File: config.mk
export PLATFORM = sky130hd
export DESIGN_NAME = noise_shaper_quant
export DESIGN_NICKNAME = d
export VERILOG_FILES = /design/src/rtl/noise_shaper_quant.sv
export SDC_FILE = /design/constraint.sdc
export NUM_CORES = 1
export LEC_CHECK = 0
export BUFFER_PORTS_ARGS = -buffer_cell sky130_fd_sc_hd__buf_2
export CAP_MARGIN = 20
export CORE_UTILIZATION = 57
export CTS_CLUSTER_DIAMETER = 100
export DETAILED_ROUTE_END_ITERATION = 8
export PLACE_DENSITY = 0.77
export SLEW_MARGIN = 40
export SYNTH_ARGS = -nofsm -noshare
export SYNTH_HDL_FRONTEND = slang
export SYNTH_SLANG_ARGS = --single-unit
File: constraint.sdc
create_clock -name clk_i -period 11.21 [get_ports clk_i]
set_input_delay 2.242 -clock clk_i [delete_from_list [all_inputs] [get_ports clk_i]]
set_output_delay 2.242 -clock clk_i [all_outputs]
set_load 0.005 [all_outputs]
File: src/rtl/noise_shaper_quant.sv
// First-order error-feedback requantizer: signed I.F sample -> NB-bit offset-binary level code,
// with the fractional residual fed back into the next sample and optional LFSR dither.
module noise_shaper_quant #(
    parameter int I  = 16,
    parameter int F  = 16,
    parameter int NB = 4,
    parameter int CW = 8
) (
    input  logic              clk_i,
    input  logic              rst_i,
    input  logic [I+F-1:0]    data_i,
    input  logic              valid_i,
    input  logic              dither_en_i,
    input  logic              ovl_clr_i,
    output logic [NB-1:0]     code_o,
    output logic              valid_o,
    output logic              ovl_o,
    output logic [CW-1:0]     ovl_cnt_o
);

    localparam int W = I + F;

    localparam logic signed [I-1:0]  QMAX_I = {{(I-NB+1){1'b0}}, {(NB-1){1'b1}}};
    localparam logic signed [I-1:0]  QMIN_I = ~QMAX_I;
    localparam logic signed [W:0]    RMAX   = {{(W+1-F){1'b0}}, {F{1'b1}}};
    localparam logic signed [W:0]    RMIN   = ~RMAX;
    localparam logic signed [W-1:0]  DPOS   = {{(W-F+1){1'b0}}, 1'b1, {(F-2){1'b0}}};
    localparam logic signed [W-1:0]  DNEG   = -DPOS;
    localparam logic [NB-1:0]        MID    = {1'b1, {(NB-1){1'b0}}};
    localparam logic [15:0]          LFSR_SEED = 16'hACE1;

    function automatic logic signed [W-1:0] sat_add(input logic signed [W-1:0] a,
                                                    input logic signed [W-1:0] b);
        logic signed [W-1:0] s;
        s = a + b;
        if (!a[W-1] && !b[W-1] && s[W-1])
            return {1'b0, {(W-1){1'b1}}};
        if (a[W-1] && b[W-1] && !s[W-1])
            return {1'b1, {(W-1){1'b0}}};
        return s;
    endfunction

    function automatic logic signed [NB-1:0] clamp_q(input logic signed [I-1:0] qf);
        if (qf > QMAX_I)
            return QMAX_I[NB-1:0];
        if (qf < QMIN_I)
            return QMIN_I[NB-1:0];
        return qf[NB-1:0];
    endfunction

    // Residual is limited to +/-1 code step so an overload burst recovers within a sample.
    function automatic logic signed [W-1:0] clamp_r(input logic signed [W:0] e);
        if (e > RMAX)
            return RMAX[W-1:0];
        if (e < RMIN)
            return RMIN[W-1:0];
        return e[W-1:0];
    endfunction

    logic signed [W-1:0]  r_p0;
    logic [15:0]          lfsr_p0;
    logic [NB-1:0]        code_p1;
    logic                 vld_p1;
    logic                 ovl_p1;
    logic [CW-1:0]        ovl_cnt_p1;

    logic signed [W-1:0]  v0_c;
    logic signed [W-1:0]  v_c;
    logic signed [I-1:0]  qf_c;
    logic signed [NB-1:0] q_c;
    logic                 ovl_c;
    logic signed [W:0]    qsh_c;
    logic signed [W:0]    e_c;
    logic signed [W-1:0]  r_next_c;
    logic                 lfsr_fb_c;

    always_comb begin
        v0_c      = sat_add(data_i, r_p0);
        v_c       = dither_en_i ? sat_add(v0_c, lfsr_p0[0] ? DPOS : DNEG) : v0_c;
        qf_c      = v_c[W-1:F];
        q_c       = clamp_q(qf_c);
        ovl_c     = (qf_c > QMAX_I) || (qf_c < QMIN_I);
        qsh_c     = {{(W+1-NB-F){q_c[NB-1]}}, q_c, {F{1'b0}}};
        e_c       = {v_c[W-1], v_c} - qsh_c;
        r_next_c  = clamp_r(e_c);
        lfsr_fb_c = lfsr_p0[0] ^ lfsr_p0[2] ^ lfsr_p0[3] ^ lfsr_p0[5];
    end

    // ---- stage p0 -> p1: quantized code, residual and dither state registered ----
    always_ff @(posedge clk_i) begin
        if (rst_i) begin
            code_p1    <= MID;
            vld_p1     <= 1'b0;
            ovl_p1     <= 1'b0;
            ovl_cnt_p1 <= '0;
            r_p0       <= '0;
            lfsr_p0    <= LFSR_SEED;
        end else begin
            vld_p1 <= valid_i;
            if (valid_i) begin
                code_p1 <= q_c ^ MID;
                ovl_p1  <= ovl_c;
                r_p0    <= r_next_c;
                lfsr_p0 <= {lfsr_fb_c, lfsr_p0[15:1]};
            end
            if (ovl_clr_i)
                ovl_cnt_p1 <= '0;
            else if (valid_i && ovl_c && (ovl_cnt_p1 != {CW{1'b1}}))
                ovl_cnt_p1 <= ovl_cnt_p1 + 1'b1;
        end
    end

    assign code_o    = code_p1;
    assign valid_o   = vld_p1;
    assign ovl_o     = ovl_p1;
    assign ovl_cnt_o = ovl_cnt_p1;

endmodule

==> results.toml <==
[cells_and_area]
drive_above_1_share_pct = 15.1
fin_cells = 1170
area_growth_pct = 12.4
num-fill-cells = 1072
diodes = 0
final_nets = 1105

[min_path]
holdPathEnd = "r_p0[20]$_SDFFE_PP0P_"
min-delay-start = "r_p0[20]$_SDFFE_PP0P_"
min_path_type = "flip-flop to flip-flop"
holdPathStages = 1

[global_route]
grt-ovfl-total = 0
grt_util_all_layers_pct = 30.2
antenna_found_initial = 0
grt_pass1_wl_um = 31500
grt_pass1_vias = 6467
grt_max_degree = 70

[sta]
setup_viol = 0
fin_worst_skew_ns = 0.00680
worst_pin_slew_ns = 0.843
min_period_ns = 10.66
period_share_pct = 95.1
hold_violations = 0
report.final.slew_viol_count = 0
whs_ns = 0.453
fmax_mhz = 93.8
max_slew_margin_pct = 43.8

[yosys]
synth_area_sq_um = 7150
avgSynthCellArea_sq_um = 7.54
synth_top_area_share_pct = 17.4
syn_nets = 1056
ys_warn_count = 0
synth_cell_type_count = 87
ys_seq_elements = 62
async_reset_ff_share_pct = 0
yosysSeqAreaShare_pct = 17.4
synthFlopType = "dfxtp_1"
yosysTopAreaCell = "dfxtp_1"
netlist_instances = 948
ys_top_cells_by_count = "nand2_1, a21oi_1, nor2_1"
synth.area.top_cells = "dfxtp_1, ha_1, a21oi_1"
synth_edf_count = 0
yosys.cell_count.top_type = "nand2_1"

[routing]
firstDrtPassIters = 6
drt_iter0_drc = 701
postRouteAntennaNets = 0
drc_errors = 0
vias_per_cell = 6.30
finalWirelength_um = 19900
vias = 7367
wl_per_cell_um = 17.0

[critical_path]
worst_setup_path_start_kind = "primary input"
max_stage_delay_ns = 0.56
cp.arrival_ns = 10.90
cp_max_fo = 11
worstPathRequired_ns = 11.45
rrSetupSlack_ns = 2.27
cp-end-kind = "flip-flop"
r2r-end = "r_p0[9]$_SDFFE_PP0P_"
r2r_start = "r_p0[20]$_SDFFE_PP0P_"
ff2ff_path_depth = 38
path_class = "primary input to flip-flop"
crit_path_top_delay_cell = "or3b_2"

[place]
routabilityCongestion = 0.984
dp.cells = 1146
portBuffers = 50
dp.final_hpwl_um = 14700

[outcome]
status = "complete, no violations"

[clocking]
ctsHtreeMaxLevel = 3
clkTransAtPathRegs_ns = 0.05
cts_inserted_buffers = 9
clock_path_buffers = 2
clock_sinks = 62
root_buffer = "clkbuf_16"
clkLatencyLatePin_ns = 0.33
cts_tree = "done"

[die]
die_x_um = 114
die_y_um = 114
rows = 40
initial_core_util_pct = 59.0
dieArea_sq_um = 13000
ios = 51
coreArea_sq_um = 12100

[flow_run]
maxCapViolCount = 0
metrics by stage:
stage	instance area, sq um	setup slack [ns]	TNS [ns]	util [%]
4_1_cts	7860	0.386	0	64.9
6_report	8040	0.549	0	66.4
3_3_place_gp	7560	0.230	0	62.5
3_5_place_dp	7560	0.111	0	62.5
2_1_floorplan	7150	0.351	0	-
5_1_grt	8040	-0.0784	-0.683	66.4
per-layer routing:
layer	global-route usage, %	wire length, um	part of all wire (%)	vias up
met4	8.40	380	1.9	0
li1	-	-	-	3627
met5	0	0	0	-
met2	48.4	8870	45	287
met3	4.73	1580	7.9	36
met1	41.9	9030	45	3417
layout by cell type, fill, tap and decap left out, types with 4 or more instances in the layout:
cell / Yosys / final
a221oi_1: 4 / 4
a211oi_1: 27 / 26
o211ai_1: 13 / 13
nor4_1: 7 / 7
nor2b_1: 11 / 11
nand2b_1: 10 / 10
dfxtp_1: 62 / 62
nor3b_1: 5 / 5
o21bai_1: 11 / 11
nor2_1: 69 / 69
and3_1: 13 / 13
o21ai_0: 55 / 52
a31oi_1: 10 / 9
inv_1: 35 / 35
xnor2_1: 31 / 31
clkbuf_16: 0 / 9
nor3_4: 1 / 4
a21oi_2: 4 / 7
or3_1: 12 / 12
a21oi_1: 86 / 82
nand3_1: 28 / 28
a211oi_2: 7 / 7
o21a_1: 26 / 25
and2_1: 16 / 16
a21o_1: 15 / 14
o31ai_1: 8 / 8
mux2i_1: 24 / 24
nand2_1: 107 / 107
nand4_1: 16 / 16
xor2_1: 19 / 19
o21ai_1: 5 / 6
o21ai_2: 3 / 4
a21boi_0: 7 / 7
nor3_1: 21 / 21
ha_1: 68 / 65
buf_2: 7 / 50
buf_4: 0 / 23
final cells by class:
class,instances,area (sq um),share of cell area [%]
multi-input cells,813,5710,71.1
inverters,37,139,1.73
clock buffers,11,243,3.02
flip-flops and latches,62,1240,15.4
clock inverters,5,56.3,0.701
repair buffers,74,434,5.40
well taps,168,210,2.62
flip-flops by register name, indices dropped and copies added, names as in the netlist:
name	cells
lfsr_p0	16
ovl_o	1
valid_o	1
code_o	4
ovl_cnt_o	8
r_p0	32
critical path: cells and delay by family:
| kind | cells | cell delay (ns) |
|---|---|---|
| AOI/OAI and AO/OA | 22 | 4.44 |
| and+or+nand+nor | 7 | 1.88 |
| adders and majority gates | 4 | 1.25 |
| buffers and inverters | 4 | 0.49 |
| muxes | 1 | 0.42 |
| xor gates and xnor gates | 1 | 0.17 |
how the worst max path moves through the flow:
stage / from / to / cells after the start
final: data_i[20] / r_p0[9]$_SDFFE_PP0P_ / 39
after global routing: data_i[22] / r_p0[11]$_SDFFE_PP0P_ / 37
after global placement: data_i[22] / r_p0[6]$_SDFFE_PP0P_ / 39
after floorplan: data_i[8] / r_p0[10]$_SDFFE_PP0P_ / 37
after detailed placement: data_i[22] / r_p0[14]$_SDFFE_PP0P_ / 39
after CTS: data_i[22] / r_p0[11]$_SDFFE_PP0P_ / 39
what timing repair did:
item	CTS	global route
endpoints found under the setup margin	0	32
gates resized for setup	0	29
hold buffers	0	0
setup buffers	0	6
logic make-up (layout without fill, tap and decap cells):
family | after synthesis | after routing | share of synthesized area (%)
compound gates | 329 | 329 | 32.2
xor+xnor | 50 | 50 | 6.12
fa+ha+maj | 71 | 71 | 12.7
buf+inv | 74 | 127 | 4.53
flops | 62 | 62 | 17.4
mux | 26 | 27 | 3.73
simple gates | 336 | 336 | 23.4
Power is not shown: default switching activity piles up to over one toggle a cycle in this logic, so the estimate is an artifact.
